===== src/rtl/flt2fix_pkg.sv =====
// Shared types and constants for the float16 -> signed 8.8 fixed-point converter.
package flt2fix_pkg;

  typedef enum logic [2:0] {
    ST_IDLE   = 3'd0,
    ST_RD_LO  = 3'd1,
    ST_RD_HI  = 3'd2,
    ST_DECODE = 3'd3,
    ST_SHIFT  = 3'd4,
    ST_FIX    = 3'd5,
    ST_WR_LO  = 3'd6,
    ST_WR_HI  = 3'd7
  } state_t;

  typedef enum logic [2:0] {
    CL_ZERO  = 3'd0,
    CL_INF   = 3'd1,
    CL_NAN   = 3'd2,
    CL_SAT   = 3'd3,
    CL_LEFT  = 3'd4,
    CL_RIGHT = 3'd5
  } class_t;

  localparam int BIAS      = 15;
  // sig (1.10) scaled by 2^8 lands exactly on the 8.8 grid at this exponent
  localparam int E_UNITY   = BIAS + 2;
  localparam int E_SAT     = 22;
  localparam int SHIFT_CAP = 11;

  localparam logic [15:0] MAX_POS = 16'h7FFF;
  localparam logic [15:0] MAX_NEG = 16'h8000;

  function automatic logic [15:0] sat_value(input logic s);
    return s ? MAX_NEG : MAX_POS;
  endfunction

endpackage


===== src/rtl/flt16_classify.sv =====
// Combinational float16 field decode: sign, exponent, significand, class and shift count.
module flt16_classify
  import flt2fix_pkg::*;
(
  input  logic [15:0] operand,
  output logic        s,
  output logic [4:0]  e,
  output logic [10:0] sig,
  output class_t      cls,
  output logic [3:0]  shift_n
);

  logic [9:0] m;
  logic [4:0] right_dist;

  assign s   = operand[15];
  assign e   = operand[14:10];
  assign m   = operand[9:0];
  assign sig = {1'b1, m};

  // Only meaningful when e < E_UNITY (right-shift region).
  assign right_dist = 5'(E_UNITY) - e;

  always_comb begin
    cls     = CL_ZERO;
    shift_n = '0;
    if (e == 5'd0) begin
      cls = CL_ZERO;
    end else if (e == 5'd31) begin
      cls = (m != '0) ? CL_NAN : CL_INF;
    end else if (e >= 5'(E_SAT)) begin
      cls = CL_SAT;
    end else if (e >= 5'(E_UNITY)) begin
      cls     = CL_LEFT;
      shift_n = 4'(e - 5'(E_UNITY));
    end else begin
      cls     = CL_RIGHT;
      // Beyond SHIFT_CAP every significand bit has fallen off anyway.
      shift_n = (right_dist > 5'(SHIFT_CAP)) ? 4'(SHIFT_CAP) : right_dist[3:0];
    end
  end

endmodule


===== src/rtl/flt2fix_engine.sv =====
// float16 -> signed 8.8 converter on a byte-wide memory port, one shift bit per cycle.
// Handshake: start is sampled only in IDLE; done is a level set at the end of WR_HI and cleared when the next start is accepted.
module flt2fix_engine
  import flt2fix_pkg::*;
#(
  parameter int SRC_ADDR = 2,
  parameter int DST_ADDR = 4,
  parameter int AW       = 8
) (
  input  logic          clk,
  input  logic          reset,
  input  logic          start,
  output logic          done,
  output logic [AW-1:0] mem_addr,
  input  logic [7:0]    mem_rd_data,
  output logic          mem_wr_en,
  output logic [7:0]    mem_wr_data,
  output state_t        dbg_state
);

  state_t      state, state_nx;
  logic        start_q;
  logic [7:0]  lo_q, hi_q;
  logic        sign_q;
  class_t      cls_q;
  logic        left_q;
  logic [15:0] mag;
  logic [3:0]  cnt;
  logic [15:0] result;
  logic [15:0] fix_result;

  logic        c_s;
  logic [4:0]  c_e;
  logic [10:0] c_sig;
  class_t      c_cls;
  logic [3:0]  c_shift_n;

  flt16_classify u_classify (
    .operand (({hi_q, lo_q})),
    .s       (c_s),
    .e       (c_e),
    .sig     (c_sig),
    .cls     (c_cls),
    .shift_n (c_shift_n)
  );

  assign dbg_state = state;

  // Accepted start is registered, so RD_LO begins one cycle after the sampling edge.
  logic accept;
  assign accept = (state == ST_IDLE) && !start_q && start;

  always_comb begin
    state_nx = state;
    unique case (state)
      ST_IDLE:   if (start_q) state_nx = ST_RD_LO;
      ST_RD_LO:  state_nx = ST_RD_HI;
      ST_RD_HI:  state_nx = ST_DECODE;
      ST_DECODE: state_nx = (c_shift_n != '0) ? ST_SHIFT : ST_FIX;
      ST_SHIFT:  if (cnt == 4'd1) state_nx = ST_FIX;
      ST_FIX:    state_nx = ST_WR_LO;
      ST_WR_LO:  state_nx = ST_WR_HI;
      ST_WR_HI:  state_nx = ST_IDLE;
      default:   state_nx = ST_IDLE;
    endcase
  end

  always_comb begin
    mem_addr    = '0;
    mem_wr_en   = 1'b0;
    mem_wr_data = '0;
    unique case (state)
      ST_RD_LO: mem_addr = AW'(SRC_ADDR);
      ST_RD_HI: mem_addr = AW'(SRC_ADDR + 1);
      ST_WR_LO: begin
        mem_addr    = AW'(DST_ADDR);
        mem_wr_en   = 1'b1;
        mem_wr_data = result[7:0];
      end
      ST_WR_HI: begin
        mem_addr    = AW'(DST_ADDR + 1);
        mem_wr_en   = 1'b1;
        mem_wr_data = result[15:8];
      end
      default: ;
    endcase
  end

  // Negating an in-range magnitude never overflows: left shifts top out at 0x7FF0.
  always_comb begin
    fix_result = '0;
    unique case (cls_q)
      CL_ZERO:           fix_result = '0;
      CL_NAN:            fix_result = MAX_POS;
      CL_INF, CL_SAT:    fix_result = sat_value(sign_q);
      CL_LEFT, CL_RIGHT: fix_result = sign_q ? (16'd0 - mag) : mag;
      default:           fix_result = '0;
    endcase
  end

  always_ff @(posedge clk) begin
    if (reset) begin
      state   <= ST_IDLE;
      start_q <= 1'b0;
      done    <= 1'b0;
      lo_q    <= '0;
      hi_q    <= '0;
      sign_q  <= 1'b0;
      cls_q   <= CL_ZERO;
      left_q  <= 1'b0;
      mag     <= '0;
      cnt     <= '0;
      result  <= '0;
    end else begin
      state   <= state_nx;
      start_q <= accept;
      if (accept) done <= 1'b0;
      unique case (state)
        ST_RD_LO: lo_q <= mem_rd_data;
        ST_RD_HI: hi_q <= mem_rd_data;
        ST_DECODE: begin
          sign_q <= c_s;
          cls_q  <= c_cls;
          left_q <= (c_e >= 5'(E_UNITY));
          mag    <= {5'b0, c_sig};
          cnt    <= c_shift_n;
        end
        ST_SHIFT: begin
          mag <= left_q ? {mag[14:0], 1'b0} : {1'b0, mag[15:1]};
          cnt <= cnt - 4'd1;
        end
        ST_FIX:   result <= fix_result;
        ST_WR_HI: done <= 1'b1;
        default: ;
      endcase
    end
  end

endmodule


===== config.mk =====
export PLATFORM = sky130hd
export DESIGN_NAME = flt2fix_engine
export DESIGN_NICKNAME = d
export VERILOG_FILES = /design/src/rtl/flt2fix_pkg.sv /design/src/rtl/flt16_classify.sv /design/src/rtl/flt2fix_engine.sv
export SDC_FILE = /design/constraint.sdc
export NUM_CORES = 1
export LEC_CHECK = 0
export ABC_AREA = 1
export CAP_MARGIN = 25
export CORE_MARGIN = 2
export CORE_UTILIZATION = 30
export DETAILED_ROUTE_END_ITERATION = 10
export MAX_ROUTING_LAYER = met4
export PLACE_DENSITY = 0.57
export SLEW_MARGIN = 30
export SYNTH_ARGS = -nofsm -noshare
export SYNTH_HDL_FRONTEND = slang
export SYNTH_SLANG_ARGS = --single-unit

===== constraint.sdc =====
create_clock -name clk -period 2.2 [get_ports clk]
set_input_delay 0.55 -clock clk [delete_from_list [all_inputs] [get_ports clk]]
set_output_delay 0.55 -clock clk [all_outputs]
set_load 0.02 [all_outputs]

After elaboration in Yosys (flattened, before gate mapping)
Cells that the tools add are included.
{"block": "op_classes", "n_addsub": 4, "mul": 0, "div": 0, "order_cmp": 3, "n_eq_ne": 16, "shifts": 0, "muxes": 25, "bitwise_logic": 0, "reduce_logical": 13}
{"op": "16-bit 2-to-1 mux", "n": 3}
{"op": "16-bit one-hot mux with 3 select lines", "n": 1}
{"op": "16-bit one-hot mux with 2 select lines", "n": 1}
{"op": "3-bit one-hot mux with 8 select lines", "n": 1}
{"op": "4-bit 2-to-1 mux", "n": 5}
{"op": "3-bit == test (second input constant)", "n": 6}
{"op": "8-bit one-hot mux with 2 select lines", "n": 1}
{"op": "1-bit by 16-bit subtractor with 16-bit output (first input constant)", "n": 1}
{"op": "3-bit 2-to-1 mux", "n": 5}
{"op": "3-bit by 2-bit == test with 1-bit output (second input constant)", "n": 4}
{"op": "3-bit one-hot mux with 4 select lines", "n": 1}
{"op": "5-bit greater-or-equal comparator (second input constant)", "n": 2}
{"op": "10-bit nonzero test", "n": 1}
{"op": "4-bit one-hot mux with 2 select lines", "n": 1}
{"op": "4-bit by 1-bit subtractor with 4-bit output (second input constant)", "n": 2}
{"op": "3-bit by 1-bit == test with 1-bit output (second input constant)", "n": 2}
{"op": "2-bit OR reduction", "n": 3}
{"op": "5-bit == test (second input constant)", "n": 1}
{"op": "5-bit by 4-bit greater-than comparator with 1-bit output (second input constant)", "n": 1}
{"op": "5-bit zero test", "n": 1}
{"op": "1-bit 2-to-1 mux", "n": 5}
{"op": "5-bit subtractor (first input constant)", "n": 1}
{"op": "4-bit by 1-bit == test with 1-bit output (second input constant)", "n": 1}
{"op": "2-bit inequality test (second input constant)", "n": 2}
{"op": "other kinds (7)", "n": 9}
{"block": "word_totals", "regBits": 62, "latch_bits": 0, "mem_bits_rw": 0, "romBits": 0, "out_inout_bits": 21, "n_memories": 0}

Logic depth before layout (Yosys ltp)
{"block": "depth", "ltp_word": 10, "mapped_depth": 12}

Hierarchy
Synthesis repeated with hierarchy kept, for this count alone.
{"block": "hier_totals", "cells_unflattened": 586, "hier_area_um2": 3870.0}
{"module": "flt2fix_engine", "n_inst": 1, "cells_per_inst": 501, "area_per_inst_um2": 3384.5}
{"module": "flt16_classify", "n_inst": 1, "cells_per_inst": 85, "area_per_inst_um2": 485.5}

Worst setup path before layout
Ideal clock, no wire load.
{"block": "synth_timing", "path_kind": "register to output", "startpoint": "register state[1], in the netlist dbg_state[1]", "endpoint": "output mem_wr_data[0]", "arrival_ns": 1.362, "setup_slack_ns": 0.288, "path_stages_with_launch": 3, "path_buffers": 0, "path_cell_list": "dfxtp_1 nand3_1 o21ai_0"}
{"block": "synth_between", "elab_chain_cells": 2}
{"item": "from (decl)", "line_no": "flt2fix_engine.sv:21", "source": "state_t state, state_nx;"}
{"item": "from (signal assigned)", "line_no": "flt2fix_engine.sv:115", "source": "state <= state_nx;"}
{"item": "3-bit == test", "line_no": "flt2fix_engine.sv:72", "source": "unique case (state)"}
{"item": "8-bit one-hot mux with 2 select lines (*)", "line_no": "flt2fix_engine.sv:72"}
{"item": "to (decl)", "line_no": "flt2fix_engine.sv:17", "source": "output logic [7:0] mem_wr_data,"}
Every way passes the cells marked *; elsewhere a longest branch is shown, timed or not.

Worst setup path in the final report
{"block": "layout_timing", "startpoint": "register state[1], in the netlist dbg_state[1]", "endpoint": "output mem_wr_data[1]"}
Same word-level chain as after synthesis.

==> flow_summary_export.csv <==
group,metric,value,unit
route,via_per_inst,4.91,
die,io_pins,32,
final_layout,area_growth,20.7,%
setup_path,reg2regPathDepth,10,
route,vias,3578,
route,wl_per_cell,13.1,um
final_layout,final_util,37.4,%
cts,h-tree-depth,3,
synthesis,yosys.area.top_type,"dfxtp_1",
synthesis,synth_enable_flop_cells,0,
final_layout,nets,601,
synthesis,yosysWarningCount,0,
cts,cts_tree,"done",
sta,min_period_over_period,96.5,%
setup_path,path_class,"reg2out",
final_layout,instances_no_fill,729,
route,drc_errors,3,
final_layout,multi_input_area,1930,sq um
power_and_ir_drop,leakage,1.81,nW
final_layout,antennaDiodeCount,0,
die,die_w,113,um
sta,setup_viol,0,
cts,cts_hold_buf,0,
place,io_buffers,26,
setup_path,timing.rr.end,"dbg_state[0]$_SDFFE_PP0P_",
setup_path,cp.arrival,1.57,ns
synthesis,synth_seq_area_share,34.8,%
global_route,grt_use_total,16.0,%
global_route,grt_pass1_vias,3230,
synthesis,synth_cells,546,
cts,clk_latency,0.33,ns
setup_path,reg2reg_from,"hi_q[2]$_SDFFE_PP0P_",
route,first_pass_iters,8,
synthesis,synthDistinctLibCells,36,
global_route,grt_pass1_wl,15900,um
status,status,"complete, but fails checks",
final_layout,layout-drive-gt1-share,10.2,%
cts,clkTransAtPathRegs,0.05,ns
flow_run,maxCapViolCount,0,
setup_path,start_kind,"flip-flop",
setup_path,required,1.65,ns
synthesis,synth_most_common_cell,"nand2_1",
final_layout,nFillCells,1254,
synthesis,synthesis.area,3570,sq um
cts,cts_root_buf,"clkbuf_16",
die,rows,39,
sta,period_minus_slack,2.12,ns
setup_path,cp_max_fo,9,
power_and_ir_drop,p_per_area,997,nW/um^2
setup_path,crit_path_end,"mem_wr_data[1]",
cts,cts_buffers,9,
sta,clock.fmax,471,MHz
route,drt_iter0_drc,228,
route,wirelength,9570,um
hold_path,hp-class,"reg2reg",
cts,clockBufferDepth,2,
place,place_congestion,0.862,
synthesis,synth_area_leaders,"dfxtp_1 (35%), nand2_1 (16%), o21ai_0 (8.8%), a21oi_1 (7.7%), inv_1 (7.0%)",
global_route,grt_max_degree,33,
synthesis,synth_top_area_share,34.8,%
synthesis,async_flop_share,0,%
sta,finalClockSkew,0.00445,ns
place,dp_hpwl,7100,um
status,violations,"design-rule violations",
place,place_inst,711,
synthesis,yosys-top-cells-count,"nand2_1 (150), inv_1 (67), o21ai_0 (63)",
setup_path,crit_path_end_kind,"output port",
sta,hold_viol_final,0,
die,coreArea,11500,sq um
die,dieHeight,113,um
synthesis,synth-seq-cells,62,
synthesis,syn_avg_cell_area,6.54,sq um
die,die_area,12800,sq um
cts,clkSinkCount,62,
setup_path,r2r_setup_slack,0.37,ns
global_route,grt.overflow.total,0,
synthesis,synth_flop_cell,"dfxtp_1",
final_layout,seq_area,1240,sq um
power_and_ir_drop,max-vdd-ir-drop,0.000514,V
die,initial_utilization,31.0,%
global_route,antenna_found_initial,0,
sta,drv_slew,0,
setup_path,startpoint,"dbg_state[1]$_SDFFE_PP0P_",
route,detail-route-antenna-nets,0,
area by class of cell:
type                       instances  area share (%)
clock buffer                      15            6.68
multi-input combinational        389            44.9
timing repair buffer              47            9.12
inverter                          73            6.36
tap                              143            4.15
sequential                        62            28.8
worst min-delay path by stage:
stage / startpoint / depth (start not counted) / end / slack [ns]
3_5_place_dp: result[2]$_SDFFE_PP0P_ / 2 / result[2]$_SDFFE_PP0P_ / 0.46
6_report: result[11]$_SDFFE_PP0P_ / 2 / result[11]$_SDFFE_PP0P_ / 0.46
5_1_grt: result[2]$_SDFFE_PP0P_ / 2 / result[2]$_SDFFE_PP0P_ / 0.48
4_1_cts: result[2]$_SDFFE_PP0P_ / 2 / result[2]$_SDFFE_PP0P_ / 0.46
3_3_place_gp: hi_q[7]$_SDFFE_PP0P_ / 2 / hi_q[7]$_SDFFE_PP0P_ / 0.45
2_1_floorplan: hi_q[7]$_SDFFE_PP0P_ / 2 / hi_q[7]$_SDFFE_PP0P_ / 0.44
worst max-delay path, stage by stage (launching register included):
cell	delay, ns
dfxtp_2	0.40
nand2_2	0.10
nor2_4	0.22
nand2_1	0.07
o21ai_0	0.08
dlygate4sd2_1	0.36
flip-flops by register name (all words and copies together) (netlist names):
name and count:
cls_q 3, cnt 4, dbg_state 3, done 1, hi_q 8, left_q 1
lo_q 8, mag 16, result 16, sign_q 1, start_q 1
logic make-up (layout without fill, tap and decap cells):
kind of cell,count (synthesis),after routing,synth area share [%]
other,1,5,0.105
and+or+nand+nor,232,232,27.3
buffers and inverters,99,135,11.8
adders and majority gates,8,8,2.80
xor gates and xnor gates,3,3,0.736
DFF,62,62,34.8
AOI/OAI and AO/OA,141,141,22.5
timing repair:
| action | in CTS | in global routing |
|---|---|---|
| gates resized for setup | 12 | 18 |
| endpoints found under the hold margin | 0 | 0 |
| pin swaps | 0 | 1 |
| setup endpoints to repair | 10 | 9 |
| buffers inserted | 0 | 3 |
placed cells by master, fill, tap and decap left out, types with 2 or more instances in the layout:
cell	instances
dlymetal6s2s_1	2
o221ai_2	6
conb_1	5
nand2_2	2
inv_2	4
ha_1	8
dfxtp_1	61
clkdlybuf4s50_1	14
clkbuf_16	9
nor4_1	2
o21ai_2	2
clkbuf_8	4
nor3_1	5
inv_1	67
clkbuf_2	5
nor2_4	2
buf_4	21
dlygate4sd2_1	4
clkinv_1	2
a21oi_1	55
a31oi_1	7
clkbuf_1	2
nand3_1	26
xor2_1	2
nand2_1	150
nor2_1	34
nand4_1	5
o221ai_1	3
o21ai_0	62
nand3b_1	2
power breakdown:
part	switching (W)	total [W]	internal, W
clock network	0.000481	0.00136	0.000879
registers	0.000129	0.00142	0.00129
logic	0.000991	0.00152	0.000526
metal layers:
metal | global-route usage (%) | share of wire, % | vias to the layer above
met1 | 21.9 | 51 | 1622
met4 | 5.85 | 1.7 | 0
li1 | - | - | 1846
met2 | 23.3 | 42 | 97
met3 | 3.32 | 5.8 | 13
met5 | - | 0 | -
stage by stage:
step | setup slack [ns] | hold WS (ns) | area, sq um | power [W] | TNS (ns)
2_1_floorplan | 0.288 | 0.437 | 3590 | 0.00248 | 0
3_3_place_gp | 0.0442 | 0.450 | 4010 | 0.00294 | 0
3_5_place_dp | -0.0343 | 0.455 | 4010 | 0.00295 | -0.138
4_1_cts | 0.0316 | 0.464 | 4290 | 0.00433 | 0
5_1_grt | -0.0201 | 0.480 | 4310 | 0.00456 | -0.0201
6_report | 0.0777 | 0.461 | 4310 | 0.00430 | 0
(Power assumes the default switching activity.)
